<file path="config.mk">
export PLATFORM = sky130hd
export DESIGN_NAME = lsu_store_buf
export DESIGN_NICKNAME = d
export VERILOG_FILES = /design/src/rtl/lsu_store_buf_pkg.sv /design/src/rtl/lsu_st_align.sv /design/src/rtl/lsu_store_buf.sv
export SDC_FILE = /design/constraint.sdc
export NUM_CORES = 1
export LEC_CHECK = 0
export ABC_CLOCK_PERIOD_IN_PS = 3800
export CAP_MARGIN = 30
export CORE_AREA = 2 2 319 321
export CTS_CLUSTER_DIAMETER = 200
export DETAILED_ROUTE_END_ITERATION = 8
export DIE_AREA = 0 0 321 323
export GPL_TIMING_DRIVEN = 0
export PLACE_DENSITY = 0.6
export SLEW_MARGIN = 10
export SYNTH_ARGS = -nofsm -noshare
export SYNTH_HDL_FRONTEND = slang
export SYNTH_SLANG_ARGS = --single-unit
</file>
<file path="constraint.sdc">
create_clock -name clk -period 3.8 [get_ports clk]
set_clock_uncertainty 0.1 [all_clocks]
set_input_delay 0.38 -clock clk [delete_from_list [all_inputs] [get_ports clk]]
set_output_delay 0.38 -clock clk [all_outputs]
set_load 0.03 [all_outputs]
</file>
<file path="src/rtl/lsu_store_buf_pkg.sv">
// Shared definitions for the LSU store buffer: one-hot access size codes,
// the byte-lane mask table and the doubleword offset width.
package lsu_store_buf_pkg;

   localparam logic [3:0] SZ_B = 4'b0001;
   localparam logic [3:0] SZ_H = 4'b0010;
   localparam logic [3:0] SZ_W = 4'b0100;
   localparam logic [3:0] SZ_D = 4'b1000;

   localparam int DW_OFF_W = 3;

   // Byte-lane mask of an access placed at offset 0; zero for illegal size codes.
   function automatic logic [7:0] lane_mask(input logic [3:0] size);
      case (size)
         SZ_B:    lane_mask = 8'h01;
         SZ_H:    lane_mask = 8'h03;
         SZ_W:    lane_mask = 8'h0F;
         SZ_D:    lane_mask = 8'hFF;
         default: lane_mask = 8'h00;
      endcase
   endfunction

endpackage

</file>
<file path="src/rtl/lsu_st_align.sv">
// Combinational lane alignment: size + doubleword offset + data ->
// byte mask, lane-replicated data, and a misalign flag (also set for
// non-one-hot size codes).
module lsu_st_align
   import lsu_store_buf_pkg::*;
(
   input  logic [3:0]          size,
   input  logic [DW_OFF_W-1:0] off,
   input  logic [63:0]         data,
   output logic [7:0]          mask,
   output logic [63:0]         wdata,
   output logic                misalign
);

   // Build mask from the size table, replicate the low-order data across the lane.
   always_comb begin
      mask     = lane_mask(size) << off;
      wdata    = '0;
      misalign = 1'b0;
      case (size)
         SZ_B: wdata = {8{data[7:0]}};
         SZ_H: begin
            wdata    = {4{data[15:0]}};
            misalign = off[0];
         end
         SZ_W: begin
            wdata    = {2{data[31:0]}};
            misalign = |off[1:0];
         end
         SZ_D: begin
            wdata    = data;
            misalign = |off;
         end
         default: misalign = 1'b1;
      endcase
   end

endmodule

</file>
<file path="src/rtl/lsu_store_buf.sv">
// LSU store buffer: aligns committed stores to 64-bit SRAM lanes, queues
// them in a strict FIFO and drains to the data SRAM whenever no load holds
// the port. Flags load/store byte overlap as a hazard.
// Optional store-to-load forwarding is enabled by defining LSU_STORE_FWD_EN.
module lsu_store_buf
   import lsu_store_buf_pkg::*;
#(
   parameter int DEPTH  = 4,
   parameter int ADDR_W = 64
) (
   input  logic              clk,
   input  logic              rst_n,
   input  logic              st_valid,
   output logic              st_ready,
   input  logic [ADDR_W-1:0] st_addr,
   input  logic [63:0]       st_data,
   input  logic [3:0]        st_size,
   output logic              st_misalign,
   input  logic              ld_busy,
   input  logic              ld_valid,
   input  logic [ADDR_W-1:0] ld_addr,
   input  logic [3:0]        ld_size,
   output logic              ld_hazard,
   output logic              ld_fwd_valid,
   output logic [63:0]       ld_fwd_data,
   output logic              data_sram_en,
   output logic [7:0]        data_sram_we,
   output logic [ADDR_W-1:0] data_sram_addr,
   output logic [63:0]       data_sram_wdata,
   input  logic              data_sram_ready,
   output logic              sb_empty
);

   localparam int PTR_W = $clog2(DEPTH);
   localparam int CNT_W = $clog2(DEPTH + 1);
   localparam int DWA_W = ADDR_W - DW_OFF_W;

   logic [DWA_W-1:0] addr_q  [DEPTH];
   logic [DWA_W-1:0] addr_d  [DEPTH];
   logic [7:0]       mask_q  [DEPTH];
   logic [7:0]       mask_d  [DEPTH];
   logic [63:0]      wdata_q [DEPTH];
   logic [63:0]      wdata_d [DEPTH];
   logic [DEPTH-1:0] vld_q, vld_d;
   logic [PTR_W-1:0] rd_ptr_q, rd_ptr_d, wr_ptr_q, wr_ptr_d;
   logic [CNT_W-1:0] cnt_q, cnt_d;
   logic             mis_q, mis_d;

   logic [7:0]       st_mask, ld_mask;
   logic [63:0]      st_wdata, ld_lane_unused;
   logic             st_mis, ld_mis_unused;
   logic             full, empty, enq, deq;
   logic [DEPTH-1:0] hit;

   lsu_st_align u_st_align (
      .size     (st_size),
      .off      (st_addr[DW_OFF_W-1:0]),
      .data     (st_data),
      .mask     (st_mask),
      .wdata    (st_wdata),
      .misalign (st_mis)
   );

   // Only the byte mask of the load is needed; its data input is tied off.
   lsu_st_align u_ld_align (
      .size     (ld_size),
      .off      (ld_addr[DW_OFF_W-1:0]),
      .data     (64'd0),
      .mask     (ld_mask),
      .wdata    (ld_lane_unused),
      .misalign (ld_mis_unused)
   );

   assign full        = (cnt_q == CNT_W'(DEPTH));
   assign empty       = (cnt_q == '0);
   assign st_ready    = !full;
   assign sb_empty    = empty;
   assign st_misalign = mis_q;
   assign enq         = st_valid & st_ready & !st_mis;

   // Loads own the SRAM port; head entry is presented straight from its registers.
   assign data_sram_en    = !empty & !ld_busy;
   assign deq             = data_sram_en & data_sram_ready;
   assign data_sram_we    = data_sram_en ? mask_q[rd_ptr_q] : '0;
   assign data_sram_addr  = data_sram_en ? {addr_q[rd_ptr_q], {DW_OFF_W{1'b0}}} : '0;
   assign data_sram_wdata = data_sram_en ? wdata_q[rd_ptr_q] : '0;

   // FIFO next state: dequeue retires the head, enqueue fills the tail.
   always_comb begin
      addr_d   = addr_q;
      mask_d   = mask_q;
      wdata_d  = wdata_q;
      vld_d    = vld_q;
      rd_ptr_d = rd_ptr_q;
      wr_ptr_d = wr_ptr_q;
      cnt_d    = cnt_q;
      mis_d    = st_valid & st_mis;
      if (deq) begin
         vld_d[rd_ptr_q] = 1'b0;
         rd_ptr_d        = rd_ptr_q + PTR_W'(1);
      end
      if (enq) begin
         vld_d[wr_ptr_q]   = 1'b1;
         addr_d[wr_ptr_q]  = st_addr[ADDR_W-1:DW_OFF_W];
         mask_d[wr_ptr_q]  = st_mask;
         wdata_d[wr_ptr_q] = st_wdata;
         wr_ptr_d          = wr_ptr_q + PTR_W'(1);
      end
      case ({enq, deq})
         2'b10:   cnt_d = cnt_q + CNT_W'(1);
         2'b01:   cnt_d = cnt_q - CNT_W'(1);
         default: cnt_d = cnt_q;
      endcase
   end

   // State registers with synchronous reset discarding all buffered stores.
   always_ff @(posedge clk) begin
      if (!rst_n) begin
         for (int i = 0; i < DEPTH; i++) begin
            addr_q[i]  <= '0;
            mask_q[i]  <= '0;
            wdata_q[i] <= '0;
         end
         vld_q    <= '0;
         rd_ptr_q <= '0;
         wr_ptr_q <= '0;
         cnt_q    <= '0;
         mis_q    <= 1'b0;
      end else begin
         addr_q   <= addr_d;
         mask_q   <= mask_d;
         wdata_q  <= wdata_d;
         vld_q    <= vld_d;
         rd_ptr_q <= rd_ptr_d;
         wr_ptr_q <= wr_ptr_d;
         cnt_q    <= cnt_d;
         mis_q    <= mis_d;
      end
   end

   // Per-entry overlap with the probing load; includes the entry leaving this cycle.
   always_comb begin
      hit = '0;
      for (int i = 0; i < DEPTH; i++)
         hit[i] = vld_q[i] & (addr_q[i] == ld_addr[ADDR_W-1:DW_OFF_W]) & (|(mask_q[i] & ld_mask));
   end

`ifdef LSU_STORE_FWD_EN
   logic        fwd_hit, fwd_cov;
   logic [63:0] fwd_data;

   // Walk oldest to youngest so the youngest overlapping entry decides.
   always_comb begin
      fwd_hit  = 1'b0;
      fwd_cov  = 1'b0;
      fwd_data = '0;
      for (int i = 0; i < DEPTH; i++) begin
         if (hit[rd_ptr_q + PTR_W'(i)]) begin
            fwd_hit  = 1'b1;
            fwd_cov  = ((mask_q[rd_ptr_q + PTR_W'(i)] & ld_mask) == ld_mask);
            fwd_data = wdata_q[rd_ptr_q + PTR_W'(i)];
         end
      end
   end

   assign ld_fwd_valid = ld_valid & fwd_hit & fwd_cov;
   assign ld_fwd_data  = ld_fwd_valid ? fwd_data : '0;
   assign ld_hazard    = ld_valid & fwd_hit & !fwd_cov;
`else
   assign ld_hazard    = ld_valid & (|hit);
   assign ld_fwd_valid = 1'b0;
   assign ld_fwd_data  = '0;
`endif

endmodule

</file>
==> flow_summary_export.csv <==
group,metric,value,unit
outcome,status,"finished, violations left",
outcome,violations,"negative setup slack",
cts,cts_tree,"done",
global_routing,grt_pass1_wl,184000,microns
placed_design,dp_hpwl,103000,microns
cts,root_buffer,"clkbuf_16",
placed_design,port-buffer-count,317,
placed_design,pre_cts_slack,-801,ps
global_routing,grtUsageMet2,40.6,%
floorplan,std_cell_rows,117,
drt,antenna_left,0,
cts,clk_latency,640,ps
timing,max-slew-margin-rel,6.93,%
setup_path,cp_common_cell,"nand4_1",
drt,dr_total_vias,26800,
timing,setup_viol,1,
floorplan,die_w,321,microns
timing,timing.setup.tns,-70.3,ps
floorplan,io_pins,412,
layout,nets,3839,
setup_path,cp.required,3320,ps
floorplan,initial_utilization,28.7,%
layout,drive_gt1_share,13.4,%
setup_path,endpoint_kind,"primary output",
setup_path,worstPathCellList,"xnor2_1 -> nand4_1 -> nor4_2 -> nand4_1 -> a211oi_1 -> o41a_1 -> clkbuf_4",
setup_path,arrival,3390,ps
setup_path,critPathLaunchType,"flop",
global_routing,grt_util_met1,31.7,%
min_path,hp-class,"input pin to flop",
timing,slew_viol_final,0,
global_routing,grt_max_degree,15,
setup_path,crit_path_max_incr_delay,490,ps
floorplan,die_h,323,microns
global_routing,grt_pass1_vias,25600,
timing,hold_ws,251,ps
yosys,yosysSeqAreaShare,37.7,%
drt,drc,0,
setup_path,crit_fanout,3,
drt,vias_per_cell,5.38,
yosys,synth_warnings,0,
cts,cts-buffers-inserted,57,
timing,finalCritPeriodShare,102,%
timing,worst_slack,-70.3,ps
yosys,synth_ff_type,"dfxtp_1",
global_routing,grt_usage,24.4,%
placed_design,place.gp.congestion,1.01,
pwr,power,13.4,mW
setup_path,critPathSlowestCell,"nor4_2",
cts,clock_tree.buffer_depth,3,
yosys,synth_cell_types,69,
yosys,netlist_instances,3166,
drt,drt-total-wl,131000,microns
setup_path,crit_type,"flop to primary output",
timing,finalCriticalPeriod,3870,ps
yosys,async_reset_ff_share,0,%
layout,final_cells,4982,
timing,hold_viol,0,
layout,area_growth_syn_to_layout,26.1,%
cts,cts_sinks,544,
timing,rsz0062_at_grt,"false",
timing,worstMarginPinSlew,1400,ps
global_routing,grt_busiest_layer,"met2",
flow_run,max_cap_viol_count,0,
cts,hold_buffers,0,
cts,cts_htree_levels,2,
cts,cts.reportedPaths.clkPinSlew,60,ps
drt,drtIter0Drc,2750,
drt,drt-pass1-iter-count,6,
yosys,ys_ff_latch,544,
global_routing,grt_overflow_total,0,
yosys,syn-cell-area,28900,sq um
floorplan,die_area,104000,sq um
timing,max_freq,0.258,GHz
global_routing,antenna_found_initial,6,
pwr,peakVddDrop,0.333,mV
floorplan,core_area,101000,sq um
yosys,synth-edff-count,0,
pwr,p_leak,15.4,nW
placed_design,placedCellCount,4870,
global_routing,use_met3,4.70,%
yosys,syn_avg_cell_area,9.13,sq um
pwr,power.density,367,nW/um^2
drt,wl_per_cell,26.2,microns
-- worst paths after layout --
kind | start | endpoint | slack, ps | cells past startpoint
hold reg to reg | wdata_q[69] | wdata_q[69] | 350 | 2
setup / recovery | addr_q[201] | ld_hazard | -70 | 7
setup reg to reg | cnt_q[2] | cnt_q[2] | 600 | 13
hold / removal | st_addr[0] | st_misalign | 250 | 4
-- per-stage QoR --
| stage | util [%] | area, sq um |
|---|---|---|
| finish | 36.2 | 36500 |
| global route | 36.2 | 36400 |
| CTS | 36.1 | 36400 |
| detailed placement | 33.8 | 34100 |
| global placement | 33.7 | 34000 |
| floorplan | - | 29100 |
-- placed cells by master, fill, tap and decap left out, types with 13 or more instances in the layout --
master,n
a22oi_1,31
and2_1,153
a21oi_1,26
buf_6,21
nor4_1,20
clkdlybuf4s50_1,307
xnor2_1,99
buf_2,69
xnor2_2,14
nor2_1,22
nand4_1,35
nor2b_1,15
a21boi_0,149
o22ai_1,23
mux4_2,133
o211a_1,233
a221oi_1,35
clkbuf_16,58
inv_1,61
buf_4,101
dfxtp_1,543
clkbuf_2,13
a21boi_1,148
clkbuf_1,141
clkbuf_8,15
a22o_1,13
xor2_1,70
nand2_1,842
conb_1,68
o21ai_0,21
-- sequential cells by signal, summed over array words and instances, names as in the netlist --
register and flops:
rd_ptr_q 2, mask_q 32, cnt_q 3, wdata_q 256, wr_ptr_q 2, st_misalign 1
addr_q 244, vld_q 4
-- cell families after synthesis --
| kind of cell | after synthesis | share of synthesized area [%] |
|---|---|---|
| and+or+nand+nor | 1157 | 17.7 |
| AOI/OAI and AO/OA | 731 | 20.9 |
| DFF | 544 | 37.7 |
| buffers and inverters | 403 | 7.16 |
| xor gates and xnor gates | 185 | 5.63 |
| muxes | 135 | 10.4 |
| adders and majority gates | 10 | 0.459 |
| other | 1 | 0.0130 |
-- power breakdown --
group          switching [mW]  internal, mW
clock                    2.57          3.56
sequential             0.0378          5.75
combinational           0.911         0.537
total                    3.52          9.85
-- worst max-delay path, delay by kind of cell, from the launching register on --
kind                   cells  cell delay [ps]
XOR/XNOR                   1              440
AND/OR/NAND/NOR            3             1230
AO/OA/AOI/OAI              2              520
buffers and inverters      1              240
flip-flops                 1              330
-- metal layers --
layer / routed length (microns) / vias to the layer above
met5: 24 / -
met4: 4380 / 4
met3: 11900 / 213
met2: 60900 / 1375
met1: 53400 / 13300
li1: - / 11900
-- Yosys cell counts (4+ instances only) --
master,count,share of area [%]
nand2_1,842,11
dfxtp_1,544,38
o211a_1,233,8.1
and2_1,153,3.3
clkbuf_1,153,2.0
a21boi_0,149,3.9
a21boi_1,148,3.8
mux4_2,133,10
xnor2_1,114,3.5
buf_4,92,2.4
xor2_1,70,2.1
inv_1,62,0.81
buf_2,59,1.0
a221oi_1,35,1.1
nand4_1,35,0.76
a22oi_1,31,0.81
a21oi_1,26,0.45
nor4_1,26,0.56
nor2_1,23,0.30
o22ai_1,23,0.50
o21ai_0,21,0.36
buf_1,18,0.23
buf_6,18,0.70
nor2b_1,15,0.32
a22o_1,13,0.39
nand2b_1,12,0.26
a222oi_1,10,0.35
nor3_1,10,0.17
ha_1,9,0.39
nand3_1,9,0.16
o2bb2ai_1,8,0.24
a211oi_1,5,0.13
or2_2,5,0.11
and4_1,4,0.12
nor4b_1,4,0.12
o2111ai_1,4,0.12
-- layout make-up --
type / count / area, sq um
multi-input cells: 2286 / 16400
repair buffers: 331 / 3320
flip-flops and latches: 544 / 10900
diodes: 4 / 10.0
fillers: 10400 / 64300
inverters: 62 / 233
clock inverters: 25 / 332
clock buffers: 80 / 1680
well taps: 1309 / 1640
plain buffers: 341 / 1950
-- repair_timing --
item,in CTS,in global routing
gates resized for setup,96,21
pin swaps,3,0
buffers inserted,2,0
setup endpoints to repair,134,34
(Power assumes the default switching activity.)
